--- config.mk ---
export PLATFORM = sky130hd
export DESIGN_NAME = c_traffic_gen
export DESIGN_NICKNAME = d
export VERILOG_FILES = /design/src/rtl/c_traffic_gen_pkg.sv /design/src/rtl/c_traffic_gen_lfsr.sv /design/src/rtl/c_traffic_gen.sv
export SDC_FILE = /design/constraint.sdc
export NUM_CORES = 1
export LEC_CHECK = 0
export CORE_MARGIN = 3
export CORE_UTILIZATION = 35
export CTS_BUF_LIST = sky130_fd_sc_hd__clkbuf_4 sky130_fd_sc_hd__clkbuf_8 sky130_fd_sc_hd__clkbuf_16
export DETAILED_ROUTE_END_ITERATION = 8
export DONT_BUFFER_PORTS = 1
export PLACE_DENSITY = 0.59
export SLEW_MARGIN = 25
export SYNTH_ARGS = -nofsm -noshare
export SYNTH_HDL_FRONTEND = slang
export SYNTH_SLANG_ARGS = --single-unit
--- constraint.sdc ---
create_clock -name clk -period 2.1 [get_ports clk]
set_clock_uncertainty 0.15 [all_clocks]
set_input_delay 0.525 -clock clk [delete_from_list [all_inputs] [get_ports clk]]
set_output_delay 0.525 -clock clk [all_outputs]
set_load 0.05 [all_outputs]
--- src/rtl/c_traffic_gen_pkg.sv ---
// Shared constants for the synthetic traffic generator: FSM encoding and
// the layout of the flit payload.
package c_traffic_gen_pkg;
  typedef enum logic {IDLE = 1'b0, SEND = 1'b1} state_t;

  localparam int SEQ_W  = 8;             // packet sequence number field
  localparam int IDX_W  = 8;             // flit index field
  localparam int DATA_W = SEQ_W + IDX_W; // flit_data = {seq, index}
  localparam int CNT_W  = 8;             // completed-packet counter
endpackage

--- src/rtl/c_traffic_gen_lfsr.sv ---
// Library-style Galois LFSR with parallel load and an optional "complete"
// mode that splices the all-zero state into the sequence.
module c_traffic_gen_lfsr #(
  parameter int               width = 16,
  parameter logic [width-1:0] value = '1
) (
  input  logic             clk,
  input  logic             reset,
  input  logic             active,
  input  logic             load,
  input  logic             run,
  input  logic [width-1:0] feedback,
  input  logic             complete,
  input  logic [width-1:0] d,
  output logic [width-1:0] q
);
  logic             fb;
  logic [width-1:0] q_nxt;

  // In complete mode, state 1 steps to 0 and 0 steps to the feedback word.
  assign fb = q[0] ^ (complete && (q[width-1:1] == '0));

  always_comb begin
    q_nxt = q;
    if (load)
      q_nxt = d;
    else if (run)
      q_nxt = {1'b0, q[width-1:1]} ^ (fb ? feedback : '0);
  end

  always_ff @(posedge clk or posedge reset) begin
    if (reset)       q <= value;
    else if (active) q <= q_nxt;
  end
endmodule

--- src/rtl/c_traffic_gen.sv ---
// Random packet injector: an LFSR drives the per-idle-cycle injection
// decision and the destination/length of each packet; flits are registered.
module c_traffic_gen
  import c_traffic_gen_pkg::*;
#(
  parameter int                    lfsr_width    = 16,
  parameter int                    rate_width    = 8,
  parameter int                    dest_width    = 4,
  parameter int                    len_width     = 3,
  parameter logic [lfsr_width-1:0] seed          = '1,
  parameter logic [lfsr_width-1:0] lfsr_feedback = lfsr_width'(16'hB400)
) (
  input  logic                  clk,
  input  logic                  reset,
  input  logic                  active,
  input  logic                  enable,
  input  logic [rate_width-1:0] rate,
  output logic                  flit_valid,
  input  logic                  flit_ready,
  output logic                  flit_head,
  output logic                  flit_tail,
  output logic [dest_width-1:0] flit_dest,
  output logic [DATA_W-1:0]     flit_data,
  output logic [CNT_W-1:0]      pkt_count
);
  logic                  lfsr_rst;
  logic [lfsr_width-1:0] rnd;
  logic                  unused_rnd;
  logic [rate_width-1:0] rnd_rate;
  logic [dest_width-1:0] rnd_dest;
  logic [len_width-1:0]  rnd_last;

  assign lfsr_rst = ~reset;

  c_traffic_gen_lfsr #(.width(lfsr_width), .value(seed)) u_lfsr (
    .clk      (clk),
    .reset    (lfsr_rst),
    .active   (active),
    .load     (1'b0),
    .run      (1'b1),
    .feedback (lfsr_feedback),
    .complete (1'b0),
    .d        ({lfsr_width{1'b0}}),
    .q        (rnd)
  );

  assign rnd_rate   = rnd[rate_width-1:0];
  assign rnd_dest   = rnd[rate_width +: dest_width];
  assign rnd_last   = rnd[rate_width+dest_width +: len_width];
  assign unused_rnd = ^rnd;

  state_t               state, state_nxt;
  logic [len_width-1:0] idx, idx_nxt, idx_inc, last, last_nxt;
  logic [SEQ_W-1:0]     seq, seq_nxt;
  logic [CNT_W-1:0]     cnt_nxt;
  logic                 valid_nxt, head_nxt, tail_nxt;
  logic [dest_width-1:0] dest_nxt;
  logic [DATA_W-1:0]    data_nxt;
  logic                 go, hs, at_tail;

  assign go      = enable && (rate != '0) && (rnd_rate < rate);
  assign hs      = flit_valid && flit_ready;
  assign at_tail = (idx == last);
  assign idx_inc = idx + 1'b1;

  always_ff @(posedge clk or negedge reset) begin
    if (!reset)      state <= IDLE;
    else if (active) state <= state_nxt;
  end

  always_comb begin
    state_nxt = state;
    case (state)
      IDLE:    if (go) state_nxt = SEND;
      SEND:    if (hs && at_tail) state_nxt = IDLE;
      default: state_nxt = IDLE;
    endcase
  end

  // Next values of the registered flit outputs; held unless something moves.
  always_comb begin
    idx_nxt   = idx;
    last_nxt  = last;
    seq_nxt   = seq;
    cnt_nxt   = pkt_count;
    valid_nxt = flit_valid;
    head_nxt  = flit_head;
    tail_nxt  = flit_tail;
    dest_nxt  = flit_dest;
    data_nxt  = flit_data;
    case (state)
      IDLE: if (go) begin
        idx_nxt   = '0;
        last_nxt  = rnd_last;
        valid_nxt = 1'b1;
        head_nxt  = 1'b1;
        tail_nxt  = (rnd_last == '0);
        dest_nxt  = rnd_dest;
        data_nxt  = {seq, {IDX_W{1'b0}}};
      end
      SEND: if (hs) begin
        if (at_tail) begin
          valid_nxt = 1'b0;
          head_nxt  = 1'b0;
          tail_nxt  = 1'b0;
          seq_nxt   = seq + 1'b1;
          cnt_nxt   = pkt_count + 1'b1;
        end else begin
          idx_nxt  = idx_inc;
          head_nxt = 1'b0;
          tail_nxt = (idx_inc == last);
          data_nxt = {seq, IDX_W'(idx_inc)};
        end
      end
      default: ;
    endcase
  end

  always_ff @(posedge clk or negedge reset) begin
    if (!reset) begin
      idx        <= '0;
      last       <= '0;
      seq        <= '0;
      pkt_count  <= '0;
      flit_valid <= 1'b0;
      flit_head  <= 1'b0;
      flit_tail  <= 1'b0;
      flit_dest  <= '0;
      flit_data  <= '0;
    end else if (active) begin
      idx        <= idx_nxt;
      last       <= last_nxt;
      seq        <= seq_nxt;
      pkt_count  <= cnt_nxt;
      flit_valid <= valid_nxt;
      flit_head  <= head_nxt;
      flit_tail  <= tail_nxt;
      flit_dest  <= dest_nxt;
      flit_data  <= data_nxt;
    end
  end
endmodule

Yosys cells after proc, flatten, opt, wreduce, memory -nomap -nowiden
Index checks and enable logic that the tools add are counted.
{ "word_totals": {"register_bits": 62, "input_bits": 13, "output_inout_bits": 31, "wordCells": 56} }
{ "classes": {"add_sub_neg": 3, "magnitude_cmp": 1, "eq_ne": 6, "mux": 22, "bitwise": 2, "reduce_logical": 11} }
{ "ops": {"columns": ["cell", "n"], "rows": [
  ["16-bit two-way mux", 4],
  ["16-bit one-hot mux with 2 select lines", 1],
  ["8-bit by 1-bit adder with 8-bit output, second input constant", 2],
  ["15-bit by 16-bit XOR with 16-bit output", 1],
  ["4-bit AND reduction", 3],
  ["1-bit two-way mux", 9],
  ["3-bit two-way mux", 3],
  ["8-bit less-than comparator", 1],
  ["1-bit one-hot mux with 2 select lines", 4],
  ["8-bit nonzero test", 1],
  ["3-bit equality test", 2],
  ["3-bit one-hot mux with 2 select lines", 1],
  ["3-bit AND reduction", 2],
  ["1-bit logical AND", 4],
  ["2-bit by 1-bit != test with 1-bit output, second input constant", 2],
  ["2-bit != test, second input constant", 2],
  ["3-bit by 1-bit adder with 3-bit output, second input constant", 1],
  ["3-bit zero test", 1],
  ["1-bit NOT", 1]
]} }

Longest topological paths before layout
Gate-level depths: netlist (run 1).
{ "depth": {"word_depth": 5, "depth_mapped": 8, "mapped_depth_nobuf": 7} }

Cells and area by module
From an unflattened synthesis (run 1), not the netlist that was laid out.
{ "unflattened": {"hier_cells": 340, "hier_area_um2": 3554.7} }
{ "modules_own_cells": {"columns": ["mod", "instances", "cells_each", "area_each_um2", "seq_area_each_um2"], "rows": [
  ["c_traffic_gen", 1, 157, 1866.8, 950.9],
  ["c_traffic_gen_lfsr", 1, 183, 1687.9, 420.4]
]} }

Worst setup path before layout (run 1)
Ideal clock, no wire load.
{ "synth_path": {"kind": "input to register", "from": "input port rate[1]", "to": "register flit_data[8]", "setup_ns": 0.125, "arrival_ns": 2.037, "required_ns": 1.825, "path_slack_ns": -0.212, "stages": 7, "path_buffers": 1, "path_cell_list": "inv_1 -> ha_1 -> a2111oi_4 -> o311a_1 -> buf_6 -> o21ai_4 -> mux2_4"} }
{ "synth_between": {"elab_chain_len": 5} }
{ "synth_lines": {"columns": ["element", "line_no", "source"], "rows": [
  ["start: declaration", "c_traffic_gen.sv:17", "input logic [rate_width-1:0] rate,"],
  ["branches (longest 2 deep; another with 8-bit less-than comparator)", null, null],
  ["1-bit logical AND *", "c_traffic_gen.sv:61", "assign go = enable && (rate != '0) && (rnd_rate < rate);"],
  ["2-bit != test (no line) *", null, null],
  ["4-bit AND reduction (no line) *", null, null],
  ["end signal: assignment", "c_traffic_gen.sv:139", "flit_data <= data_nxt;"],
  ["end: declaration", "c_traffic_gen.sv:23", "output logic [DATA_W-1:0] flit_data,"]
]} }
Every way passes the cells marked *.
A chain may end at the register's enable or synchronous reset.

Worst setup path in the final report (run 1)
{ "layout_path": {"from": "register u_lfsr.q[1]", "to": "register flit_data[12]"} }
{ "layout_between": {"elab_chain_len": 4} }
{ "layout_lines": {"columns": ["element", "line_no", "source"], "rows": [
  ["start: declaration", "c_traffic_gen_lfsr.sv:15", "output logic [width-1:0] q"],
  ["start signal: assignment", "c_traffic_gen_lfsr.sv:32", "if (reset) q <= value;"],
  ["start signal: assignment", "c_traffic_gen_lfsr.sv:33", "else if (active) q <= q_nxt;"],
  ["8-bit less-than comparator", "c_traffic_gen.sv:61", null],
  ["1-bit logical AND", "c_traffic_gen.sv:61", null],
  ["2-bit != test (no line)", null, null],
  ["4-bit AND reduction (no line)", null, null]
]} }
No other way between the ends.

==> run summary, run 1 <==
====================================================================================
Commonest cells in the netlist ........................................ sky130_fd_sc_hd__dfrtp_1, sky130_fd_sc_hd__nand2_1, sky130_fd_sc_hd__dfstp_2, sky130_fd_sc_hd__xnor2_1, sky130_fd_sc_hd__mux2_2
Final layout net count ................................................          272
Area fraction of the dominant cell type after synthesis ...............        0.367
WP buf/inv ............................................................            0
Clock buffers created by TritonCTS ....................................            5
Cell family contributing the most delay on the critical path .......... compound AO/OA/AOI/OAI gates
Relative slew slack ...................................................        0.625
Clk slew on worst S/H paths ...........................................      0.10 ns
Synth Area per Inst ...................................................     12.0 um2
Power per standard cell area ..........................................  1450 nW/um2
Cell with the most instances after synthesis .......................... sky130_fd_sc_hd__dfrtp_1
Top-level I/O count ...................................................           44
Violations in the final reports ....................................... negative setup slack
Tmin final ............................................................      2.16 ns
Htree depth ...........................................................            2
Inserted Diodes .......................................................            0
Actual slew at the worst max-slew pin .................................     0.562 ns
Number of sinks on the clock net ......................................           54
CTS tree ..............................................................        built
Mapped Cells ..........................................................          216
Maxcap violations .....................................................            0
Number of global-route vias before repair .............................         1739
Routability cong. .....................................................        0.728
Cell area after synthesis .............................................     2590 um2
Unrepaired setup endpoints after global routing .......................         true
Critical Path Slowest Stage Cell ...................................... sky130_fd_sc_hd__dfstp_2
Remaining number of nets flagged by the antenna check after routing ...            0
Overall die width .....................................................      92.1 um
Crit path capture type ................................................         flop
Fraction of layout cells with a size suffix above 1 ...................        0.436
Starting Density ......................................................        0.372
Synth cell types ......................................................           41
Overall die area ......................................................     8480 um2
Clk Latency, worst-skew pair ..........................................      0.31 ns
Root buffer cell ...................................................... sky130_fd_sc_hd__clkbuf_8
Worst-case setup slack after placement ................................    -0.279 ns
Fill cells ............................................................          669
# port buffers ........................................................            0
Final setup violation count ...........................................            9
Number of enable flip-flop cells after synthesis ......................            0
Count of synthesis-stage warnings from yosys ..........................            0
Top cell type by total area after synthesis ........................... sky130_fd_sc_hd__dfrtp_1
Maximum number of pins on one net before global-route repair ..........           55
Class of the tightest hold or removal check ...........................       in2reg
Leakage power summed over all cells ...................................      1.43 nW
Wire length of the first global-routing pass ..........................      8710 um
Iteration count of the initial detailed-routing pass ..................            4
Drt via density .......................................................         4.79
Synthesized flop and latch total ......................................           54
Share of flip-flops with an asynchronous set or reset after synthesis .         1.00
Sum Neg Setup Slack ...................................................    -0.478 ns
Maximum VDD drop ......................................................     0.755 mV
Global-route total usage across every layer ...........................        0.129
Final number of max-transition violations .............................            0
Outcome ............................................................... complete, but fails checks
Sequential share of the synthesized area ..............................        0.529
Count of vias placed by the detailed router ...........................         1656
Wirelength, routed ....................................................      4970 um
Largest incremental delay on the critical path ........................      0.57 ns
Hold violation count in the final report ..............................            0
CTS max path bufs .....................................................            2
Core Box Area .........................................................     6980 um2
Worst path setup slack after routing ..................................   -0.0557 ns
Vertical die dimension ................................................      92.1 um
Arrival time at the worst endpoint ....................................      2.21 ns
Type of the worst setup path ..........................................      reg2reg
Sum of net half-perimeters after detailed placement ...................      3540 um
Routed len/inst .......................................................      14.4 um
Most used flip-flop cell after synthesis .............................. sky130_fd_sc_hd__dfrtp_1
Highest clock frequency the design can meet ...........................    0.464 GHz
Critical-path cell list ............................................... ha_4, a2111oi_4, o311a_4, o21ai_4, mux2_4
FP Rows ...............................................................           30
Synth area leaders .................................................... sky130_fd_sc_hd__dfrtp_1, sky130_fd_sc_hd__dfstp_2, sky130_fd_sc_hd__mux2_2, sky130_fd_sc_hd__xnor2_1, sky130_fd_sc_hd__ha_1
Drc violations ........................................................            0
Required time of the critical path ....................................      2.15 ns
Worst Hold Margin .....................................................     0.111 ns
Total gr overflow .....................................................            0
Layout area overhead ..................................................        22.4%
First DRT Iteration DRCs ..............................................           61
Tcrit/Tclk final ......................................................         1.03
Worst setup SP type ...................................................         flop
Number of antenna violations at the first check in global routing .....            0
Highest fanout seen on the critical path ..............................            5
====================================================================================
[metrics by stage]
stage | util | power [mW] | area, um2 | instances
after floorplan | - | 3.33 | 2660 | 220
after global placement | 0.417 | 3.83 | 2910 | 332
after detailed placement | 0.417 | 3.87 | 2910 | 332
after CTS | 0.444 | 4.59 | 3100 | 344
after global routing | 0.455 | 4.95 | 3170 | 346
final | 0.455 | 4.60 | 3170 | 346
[kinds of logic after synthesis]
logic type / synth area share
AND/OR/NAND/NOR: 0.132
XOR/XNOR: 0.0743
multiplexers: 0.111
adder cells (fa/ha/maj): 0.0482
other: 0.00145
buffers and inverters: 0.0453
flip-flops: 0.529
AO/OA/AOI/OAI: 0.0584
[layout make-up]
class / count / area [um2] / share of cell area
flip-flops and latches: 54 / 1370 / 0.433
multi-input cells: 146 / 1250 / 0.395
repair buffers: 33 / 289 / 0.0911
well taps: 96 / 120 / 0.0378
clock buffers: 5 / 68.8 / 0.0217
inverters: 9 / 43.8 / 0.0138
clock inverters: 3 / 25.0 / 0.00788
[final timing paths]
check / cells past startpoint / slack, ns / end / startpoint
hold reg to reg: 1 / 0.33 / seq[7] / seq[7]
hold / removal: 1 / 0.11 / u_lfsr.q[13] / active
max in group asynchronous: 2 / 0.93 / u_lfsr.q[3] / reset
min in group asynchronous: 2 / 0.57 / idx[1] / reset
setup reg to reg: 5 / -0.06 / flit_data[12] / u_lfsr.q[1]
setup / recovery: 5 / -0.06 / flit_data[12] / u_lfsr.q[1]
[timing repair]
item,in CTS,in global routing
pin swaps,6,9
hold endpoints to repair,54,0
setup buffers,2,2
cloned,1,0
endpoints found under the setup margin,14,22
gates resized for setup,7,17
hold buffers,2,0
[state kept, by name, indices dropped and copies added, names as in the netlist]
register    cells
pkt_count       8
flit_data       9
flit_head       1
last            3
flit_tail       1
state           1
seq             8
idx             2
flit_valid      1
u_lfsr.q       16
flit_dest       4
[power by group]
group,internal [mW],total [mW],switching (mW)
registers,1.52,2.15,0.629
logic,0.912,1.87,0.958
clock network,0.241,0.588,0.347
[placed cells by master, fill, tap and decap left out, types with 3 or more instances in the layout]
| cell | n |
|---|---|
| sky130_fd_sc_hd__a21oi_1 | 4 |
| sky130_fd_sc_hd__and3_1 | 3 |
| sky130_fd_sc_hd__buf_4 | 27 |
| sky130_fd_sc_hd__buf_6 | 3 |
| sky130_fd_sc_hd__clkbuf_8 | 5 |
| sky130_fd_sc_hd__conb_1 | 5 |
| sky130_fd_sc_hd__dfrtp_1 | 36 |
| sky130_fd_sc_hd__dfstp_2 | 16 |
| sky130_fd_sc_hd__ha_1 | 6 |
| sky130_fd_sc_hd__ha_4 | 4 |
| sky130_fd_sc_hd__inv_1 | 7 |
| sky130_fd_sc_hd__mux2_2 | 15 |
| sky130_fd_sc_hd__mux2_4 | 8 |
| sky130_fd_sc_hd__nand2_1 | 22 |
| sky130_fd_sc_hd__nand2_2 | 9 |
| sky130_fd_sc_hd__nand3_1 | 5 |
| sky130_fd_sc_hd__nand4_1 | 9 |
| sky130_fd_sc_hd__nor2_1 | 3 |
| sky130_fd_sc_hd__nor4_1 | 3 |
| sky130_fd_sc_hd__xnor2_1 | 16 |
| sky130_fd_sc_hd__xor2_1 | 6 |
[routing by layer]
layer / routed length (um) / GRT usage / vias to the layer above
met1: 2230 / 0.166 / 802
li1: - / - / 816
met4: 57 / 0.0408 / 0
met5: 0 / 0 / -
met2: 2420 / 0.208 / 33
met3: 254 / 0.0369 / 5
No activity file was read; power rests on OpenSTA's default activity.
==> inputs of run 2 (changes only) <==
--- a/config.mk
+++ b/config.mk
@@ -6,11 +6,11 @@
 export NUM_CORES = 1
 export LEC_CHECK = 0
 export CORE_MARGIN = 3
-export CORE_UTILIZATION = 35
+export CORE_UTILIZATION = 45
 export CTS_BUF_LIST = sky130_fd_sc_hd__clkbuf_4 sky130_fd_sc_hd__clkbuf_8 sky130_fd_sc_hd__clkbuf_16
 export DETAILED_ROUTE_END_ITERATION = 8
 export DONT_BUFFER_PORTS = 1
-export PLACE_DENSITY = 0.59
+export PLACE_DENSITY = 0.7
 export SLEW_MARGIN = 25
 export SYNTH_ARGS = -nofsm -noshare
 export SYNTH_HDL_FRONTEND = slang
==> run 2 against run 1 <==
- the run still ends with negative setup slack left
- sequential share of layout area increased by 1.5 points
- sequential power about the same
- first-iteration DRC count decreased by 23%
- worst hold slack improved by 0.00081 ns
- clock power increased by 4.3%
- non-clock buffer count decreased by 5
- fmax decreased by 1.6%
- die area decreased by 21%
- combinational power decreased by 4%
- worst setup slack got worse by 0.035 ns
- final cell count decreased by 8.4%
- critical path depth increased by 1
==> run summary, run 2 (synthesized netlist as in run 1, its figures left out) <==
==================================================================================
Outcome ............................................................. complete, but fails checks
Violations in the final reports ..................................... negative setup slack
Routability cong. ...................................................        0.832
Layout area overhead ................................................        18.2%
Top-level I/O count .................................................           44
Final layout net count ..............................................          267
Iteration count of the initial detailed-routing pass ................            4
CTS max path bufs ...................................................            2
Hold violation count in the final report ............................            0
Power per standard cell area ........................................  1490 nW/um2
Proportion of total power due to net switching ......................        0.416
Final setup violation count .........................................            8
Wire length of the first global-routing pass ........................      8690 um
Overall die area ....................................................     6710 um2
FP Rows .............................................................           27
Crit path capture type ..............................................         flop
Overall die width ...................................................      81.9 um
Regs by FF count .................................................... u_lfsr.q x16, flit_data x9
Number of sinks on the clock net ....................................           54
Starting Density ....................................................        0.468
Highest fanout seen on the critical path ............................            5
Clk Latency, worst-skew pair ........................................      0.31 ns
Actual slew at the worst max-slew pin ...............................     0.559 ns
Fill cells ..........................................................          483
Wirelength, routed ..................................................      5000 um
Vertical die dimension ..............................................      81.9 um
Count of vias placed by the detailed router .........................         1644
Power consumption ...................................................      4.57 mW
Unrepaired setup endpoints after global routing .....................         true
Sequential group share of total power ...............................        0.471
Core Box Area .......................................................     5540 um2
Placed cells ........................................................          303
Htree depth .........................................................            2
Highest clock frequency the design can meet .........................    0.457 GHz
Share of total power in the clock network ...........................        0.134
Number of antenna violations at the first check in global routing ...            0
Remaining number of nets flagged by the antenna check after routing .            0
Maxcap violations ...................................................            0
Share of total power in combinational logic .........................        0.394
Tcrit/Tclk final ....................................................         1.04
Final design utilization ............................................        0.554
Worst setup SP type .................................................         flop
Drt via density .....................................................         5.19
Leakage power summed over all cells .................................      1.40 nW
Type of the worst setup path ........................................      reg2reg
Global-route total usage across every layer .........................        0.171
Power Internal ......................................................      2.66 mW
Commonest non-fill, non-tap cell in the layout ...................... sky130_fd_sc_hd__dfrtp_1
Total gr overflow ...................................................            0
CTS tree ............................................................        built
Arrival time at the worst endpoint ..................................      2.24 ns
Combined flip-flop and latch cell area ..............................     1370 um2
Net Sw Power ........................................................      1.90 mW
Relative slew slack .................................................        0.627
Clk slew on worst S/H paths .........................................      0.10 ns
Number of flip-flops in the largest register ........................           16
First DRT Iteration DRCs ............................................           47
Class of the tightest hold or removal check .........................       in2reg
Maximum VDD drop ....................................................     0.621 mV
Area taken by multi-input logic gates ...............................     1210 um2
Tmin final ..........................................................      2.19 ns
Maximum number of pins on one net before global-route repair ........           55
# port buffers ......................................................            0
Required time of the critical path ..................................      2.15 ns
Biggest register ....................................................     u_lfsr.q
Sum of net half-perimeters after detailed placement .................      3600 um
Drc violations ......................................................            0
Clock buffers created by TritonCTS ..................................            5
Routed len/inst .....................................................      15.8 um
Root buffer cell .................................................... sky130_fd_sc_hd__clkbuf_8
Inserted Diodes .....................................................            0
Worst path setup slack after routing ................................   -0.0905 ns
Fraction of layout cells with a size suffix above 1 .................        0.371
Number of global-route vias before repair ...........................         1729
Final number of max-transition violations ...........................            0
Filler-free cell count of the finished design .......................          317
Most frequent cells in the layout ................................... sky130_fd_sc_hd__dfrtp_1, sky130_fd_sc_hd__nand2_1, sky130_fd_sc_hd__buf_4
Sum Neg Setup Slack .................................................    -0.530 ns
==================================================================================
==> run 2: changes by cell type in the layout (fill, tap and decap cells not counted), sizes merged <==
| cell | delta |
|---|---|
| clkbuf | +1 |
| buf | -5 |
| clkinv | -1 |
==> run 2: timing repair <==
| action | CTS | global route |
|---|---|---|
| endpoints found under the setup margin | 11 | 21 |
| hold buffers | 2 | 0 |
| gates cloned | 1 | 0 |
| gates resized for setup | 6 | 1 |
| pin swaps | 5 | 3 |
| setup buffers | 3 | 6 |
| endpoints found under the hold margin | 54 | 0 |
==> run 2: worst max-delay path: stages, from the launching register on <==
cell                        delay [ns]
sky130_fd_sc_hd__dfstp_2          0.56
sky130_fd_sc_hd__ha_4             0.20
sky130_fd_sc_hd__a2111oi_4        0.35
sky130_fd_sc_hd__o311a_4          0.31
sky130_fd_sc_hd__o21ai_4          0.08
sky130_fd_sc_hd__buf_12           0.14
sky130_fd_sc_hd__mux2_4           0.29
==> run 2: final cells by class <==
class	instances	share of cell area
clock buffers	6	0.0269
clock inverters	2	0.00530
inverters	9	0.0143
multi-input cells	146	0.394
flip-flops and latches	54	0.448
well taps	72	0.0294
repair buffers	28	0.0824
==> run 2: metal layers <==
metal | wire [um] | part of all wire | vias to the layer above | GRT usage
met1 | 2190 | 0.44 | 807 | 0.226
li1 | - | - | 800 | -
met5 | 0 | 0 | - | 0
met2 | 2500 | 0.50 | 31 | 0.275
met3 | 246 | 0.049 | 6 | 0.0450
met4 | 68 | 0.014 | 0 | 0.0548
==> run 2: path summary, 6_finish.rpt <==
check	startpoint	endpoint	slack [ns]	cells past startpoint
worst max register to register	u_lfsr.q[1]	flit_data[8]	-0.09	6
max in group asynchronous	reset	u_lfsr.q[9]	0.91	2
worst min-delay path	active	u_lfsr.q[13]	0.11	1
worst min register to register	seq[7]	seq[7]	0.34	1
min in group asynchronous	reset	flit_data[12]	0.59	2
worst max-delay path	u_lfsr.q[1]	flit_data[8]	-0.09	6
==> run 2: through the flow <==
stage | setup slack, ns | hold WS (ns) | instance area, um2
2_1_floorplan | -0.211 | 0.0794 | 2660
3_3_place_gp | -0.237 | 0.0811 | 2840
4_1_cts | -0.0803 | 0.0993 | 3040
5_1_grt | -0.141 | 0.103 | 3070
6_report | -0.0905 | 0.112 | 3070
3_5_place_dp | -0.286 | 0.0804 | 2840
==> run 2: power by group through the flow <==
stage | logic (mW) | clock network, mW | registers (mW)
2_1_floorplan | 1.02 | 0 | 2.32
3_3_place_gp | 1.63 | 0 | 2.16
6_report | 1.80 | 0.613 | 2.15
5_1_grt | 1.99 | 0.686 | 2.22
4_1_cts | 1.78 | 0.635 | 2.16
3_5_place_dp | 1.69 | 0 | 2.17
